$ cat src/rtl/ram_arbiter.sv
// Round-robin arbiter sharing the command-driven single-port RAM between two
// word-level requesters; expands each access into the RAM's two-command sequence.
module ram_arbiter #(
   parameter int ADDR_SIZE  = 8,
   parameter int RD_TIMEOUT = 4
) (
   input  logic                   clk,
   input  logic                   rst_n,
   input  logic                   req0,
   input  logic                   req1,
   input  logic                   we0,
   input  logic                   we1,
   input  logic [ADDR_SIZE-1:0]   addr0,
   input  logic [ADDR_SIZE-1:0]   addr1,
   input  logic [ADDR_SIZE-1:0]   wdata0,
   input  logic [ADDR_SIZE-1:0]   wdata1,
   output logic                   ack0,
   output logic                   ack1,
   output logic [ADDR_SIZE-1:0]   rdata,
   output logic                   err,
   output logic                   busy,
   output logic                   rx_valid,
   output logic [ADDR_SIZE+1:0]   din,
   input  logic [ADDR_SIZE-1:0]   dout,
   input  logic                   tx_valid
);

   typedef enum logic [2:0] {
      IDLE, WR_ADDR, WR_DATA, RD_ADDR, RD_DATA, RD_WAIT, DONE
   } state_t;

   localparam logic [3:0] TMO = 4'(RD_TIMEOUT);

   state_t                 state;
   logic                   last;
   logic                   gnt_id;
   logic [ADDR_SIZE-1:0]   addr_r;
   logic [ADDR_SIZE-1:0]   wdata_r;
   logic [3:0]             cnt;

   logic                   win;
   logic                   win_we;
   logic [ADDR_SIZE-1:0]   win_addr;
   logic [ADDR_SIZE-1:0]   win_wdata;

   // With both requesting, the one not served last wins; last resets to 1.
   always_comb begin
      win       = (req0 && req1) ? ~last : req1;
      win_we    = win ? we1 : we0;
      win_addr  = win ? addr1 : addr0;
      win_wdata = win ? wdata1 : wdata0;
   end

   // Outputs are loaded alongside the state they belong to, so every RAM port
   // comes straight from a flop.
   always_ff @(posedge clk) begin
      if (!rst_n) begin
         state    <= IDLE;
         last     <= 1'b1;
         gnt_id   <= 1'b0;
         addr_r   <= '0;
         wdata_r  <= '0;
         cnt      <= '0;
         rx_valid <= 1'b0;
         din      <= '0;
         ack0     <= 1'b0;
         ack1     <= 1'b0;
         rdata    <= '0;
         err      <= 1'b0;
         busy     <= 1'b0;
      end else begin
         case (state)
            IDLE: begin
               if (req0 || req1) begin
                  gnt_id   <= win;
                  addr_r   <= win_addr;
                  wdata_r  <= win_wdata;
                  busy     <= 1'b1;
                  rx_valid <= 1'b1;
                  if (win_we) begin
                     state <= WR_ADDR;
                     din   <= {2'b00, win_addr};
                  end else begin
                     state <= RD_ADDR;
                     din   <= {2'b10, win_addr};
                  end
               end
            end
            WR_ADDR: begin
               state <= WR_DATA;
               din   <= {2'b01, wdata_r};
            end
            WR_DATA: begin
               state    <= DONE;
               rx_valid <= 1'b0;
               din      <= '0;
               ack0     <= ~gnt_id;
               ack1     <= gnt_id;
               err      <= 1'b0;
            end
            RD_ADDR: begin
               state <= RD_DATA;
               din   <= {2'b11, {ADDR_SIZE{1'b0}}};
            end
            RD_DATA: begin
               state    <= RD_WAIT;
               rx_valid <= 1'b0;
               din      <= '0;
               cnt      <= '0;
            end
            RD_WAIT: begin
               if (!tx_valid) begin
                  cnt <= cnt + 4'd1;
               end
               if (tx_valid || (cnt + 4'd1) == TMO) begin
                  state <= DONE;
                  ack0  <= ~gnt_id;
                  ack1  <= gnt_id;
                  rdata <= tx_valid ? dout : '0;
                  err   <= ~tx_valid;
               end
            end
            DONE: begin
               state <= IDLE;
               ack0  <= 1'b0;
               ack1  <= 1'b0;
               err   <= 1'b0;
               busy  <= 1'b0;
               last  <= gnt_id;
            end
            default: state <= IDLE;
         endcase
      end
   end

endmodule

$ cat config.mk
export PLATFORM = sky130hd
export DESIGN_NAME = ram_arbiter
export DESIGN_NICKNAME = d
export VERILOG_FILES = /design/src/rtl/ram_arbiter.sv
export SDC_FILE = /design/constraint.sdc
export NUM_CORES = 1
export LEC_CHECK = 0
export ABC_AREA = 1
export BUFFER_PORTS_ARGS = -buffer_cell sky130_fd_sc_hd__buf_2
export CAP_MARGIN = 0
export CORE_UTILIZATION = 40
export CTS_CLUSTER_SIZE = 12
export DETAILED_ROUTE_END_ITERATION = 16
export GPL_ROUTABILITY_DRIVEN = 0
export MAX_ROUTING_LAYER = met4
export PLACE_DENSITY = 0.68
export SETUP_SLACK_MARGIN = 0.1
export SYNTH_ARGS = -nofsm -noshare
export SYNTH_HDL_FRONTEND = slang
export SYNTH_SLANG_ARGS = --single-unit
$ cat constraint.sdc
create_clock -name clk -period 1.8 [get_ports clk]
set_input_delay 0.27 -clock clk [delete_from_list [all_inputs] [get_ports clk]]
set_output_delay 0.27 -clock clk [all_outputs]
set_load 0.03 [all_outputs]
==> results.json <==
{
  "io_pins": 70,
  "power_density_nw_per_um2": 1320,
  "drc": 5,
  "setup_viol": 0,
  "synth_top_flop_cell": "dfxtp_1",
  "leakagePower_nw": 1.17,
  "fin_setup_tns_ns": 0,
  "regToRegStartpoint": "cnt[1]",
  "cap_viol_max_count": 0,
  "final_nets": 412,
  "synth_area_leader_cell": "dfxtp_1",
  "die_area_um2": 5070,
  "r2r_slack_ns": 0.36,
  "syn2layout_area_growth_pct": 24.9,
  "vias": 1975,
  "endpoint_kind": "flip-flop",
  "grt_pass1_wl_um": 7580,
  "synthArstFlopShare_pct": 0,
  "synthTopCellsByCount": "nand2_1 (107), a21oi_1 (46), dfxtp_1 (40), nor2_1 (27), inv_1 (22)",
  "core_area_um2": 4470,
  "yosysMostFrequentCell": "nand2_1",
  "slew_headroom_pct": 53.9,
  "first_global_vias": 1731,
  "path_max_fanout": 8,
  "viasPerCell": 4.76,
  "cts_buffer_depth": 2,
  "synth_seq_cells": 40,
  "ctsResizeCount": 0,
  "dr.pass1.iters": 11,
  "chipHeight_um": 71.2,
  "holdBufCountCts": 0,
  "clock_latency_ns": 0.29,
  "finalHoldViolations": 0,
  "synth_edf_count": 0,
  "worstSetupEndpoint": "rdata[2]",
  "cts_buffers": 5,
  "grt_max_degree": 26,
  "critPathLaunch": "cnt[1]",
  "timing.final.ws_setup_ns": 0.356,
  "num_antenna_cells": 0,
  "finalWorstPathRequiredPeriod_ns": 1.44,
  "place_inst": 408,
  "drt_iter0_markers": 139,
  "violations": "design-rule violations",
  "grt_antenna_before_repair": 0,
  "initial_core_util_pct": 42.8,
  "place_hpwl_um": 3350,
  "postSynthCellCount": 293,
  "drt-total-wl_um": 4520,
  "htree_levels": 2,
  "outcome": "complete, but fails checks",
  "wl_per_cell_um": 10.9,
  "period_share_pct": 80.2,
  "final_util_pct": 53.5,
  "finClkSkew_ns": 0.00475,
  "synthTopCellsByArea": "dfxtp_1 (42%), nand2_1 (21%), a21oi_1 (12%)",
  "synth_top_area_share_pct": 41.8,
  "syn-num-nets": 342,
  "post-place-ws_ns": 0.250,
  "fp.dieW_um": 71.2,
  "synthesis.area_um2": 1920,
  "final_layout_size_suffix_gt1_share_pct": 25.6,
  "ant_nets": 0,
  "fin_cells": 415,
  "yosysWarnings": 0,
  "cts_num_sinks": 40,
  "min_path_cells": 3,
  "cts_tree": "yes",
  "drv_slew": 0,
  "tightest_slew_ns": 0.691,
  "critical_path_arrival_ns": 1.60,
  "row_count": 24,
  "hold_start": "dout[7]",
  "ys_seq_area_share_pct": 41.8,
  "rsz0062_at_grt": "false",
  "root_buffer": "clkbuf_8",
  "vdd_ir_drop_max_uv": 572,
  "fmax_ghz": 0.693,
  "startpoint_type": "flip-flop",
  "io_buffers": 69,
  "worstPathRequired_ns": 1.96,
  "hold_path.class": "input pin to flip-flop",
  "yosysUniqueCellTypes": 22,
  "rr_worst_depth": 10,
  "grt_usage_pct": 19.7,
  "criticalPathCategory": "flip-flop to flip-flop",
  "clk_pin_slew_ns": 0.07,
  "avgSynthCellArea_um2": 6.54,
  "grt_overflow": 0,
  "reg2reg_to": "rdata[2]",
  "cts_setup_buffers": 0
}
stage by stage:
stage | hold slack, ns | power, mW | area, um^2
after detailed placement | 0.451 | 2.61 | 2300
after CTS | 0.218 | 3.17 | 2380
after global routing | 0.227 | 3.42 | 2390
final | 0.225 | 3.15 | 2390
after floorplan | 0.393 | 2.25 | 1920
after global placement | 0.445 | 2.59 | 2300
worst max-delay path: stages, from the launching register on:
cell     delay [ns]
dfxtp_1        0.40
ha_1           0.19
inv_1          0.04
nand2_1        0.08
nand2_1        0.05
nor2_1         0.11
nand2_1        0.11
nand2_1        0.09
nand2_2        0.11
nand2_1        0.08
a21oi_1        0.06
state kept, by name (all words and copies together), names as in the netlist, 3 cells and up:
signal	count
din	10
wdata_r	8
rdata	8
cnt	4
state	3
worst min path at each step:
stage / to / slack (ns)
final: rdata[7] / 0.23
after global routing: rdata[5] / 0.23
after CTS: rdata[7] / 0.22
after detailed placement: rdata[5] / 0.45
after global placement: rdata[7] / 0.45
after floorplan: din[0] / 0.39
routing by layer:
layer,share of wire [%],global-route usage [%]
met1,49,25.7
met4,0.64,7.11
met2,46,29.4
met5,0,-
met3,4.0,5.06
cells in the final DEF (no fill, tap or decap), drive strengths merged:
cell	synthesis	layout
nand2	108	108
buf	4	72
a21oi	47	47
dfxtp	40	40
nor2	33	33
inv	25	25
o21ai	15	15
nand3	10	10
clkbuf	5	6
ha	2	2
clkinv	1	2
nand4	1	1
or2	1	1
o211ai	1	1
cells by family (layout without fill, tap and decap cells):
| family | after synthesis | in the layout | synth area share [%] |
|---|---|---|---|
| AOI/OAI and AO/OA | 63 | 63 | 17.2 |
| buffers and inverters | 35 | 105 | 7.44 |
| and+or+nand+nor | 153 | 153 | 32.3 |
| DFF | 40 | 40 | 41.8 |
| adders and majority gates | 2 | 2 | 1.31 |
report_power, final:
group / internal (mW) / total [mW] / switching [mW]
logic: 0.439 / 1.36 / 0.926
clock network: 0.264 / 0.559 / 0.296
registers: 1.10 / 1.23 / 0.133
total: 1.80 / 3.15 / 1.35
final cells by class:
cell class              instances  area [um^2]
fillers                       437         2080
well taps                      52         65.1
repair buffers                 72          368
flip-flops and latches         40          802
clock inverters                 1         5.00
inverters                      26         97.6
clock buffers                   6         72.6
multi-input cells             218          983
Note: power is estimated with default switching activity, not from simulation.
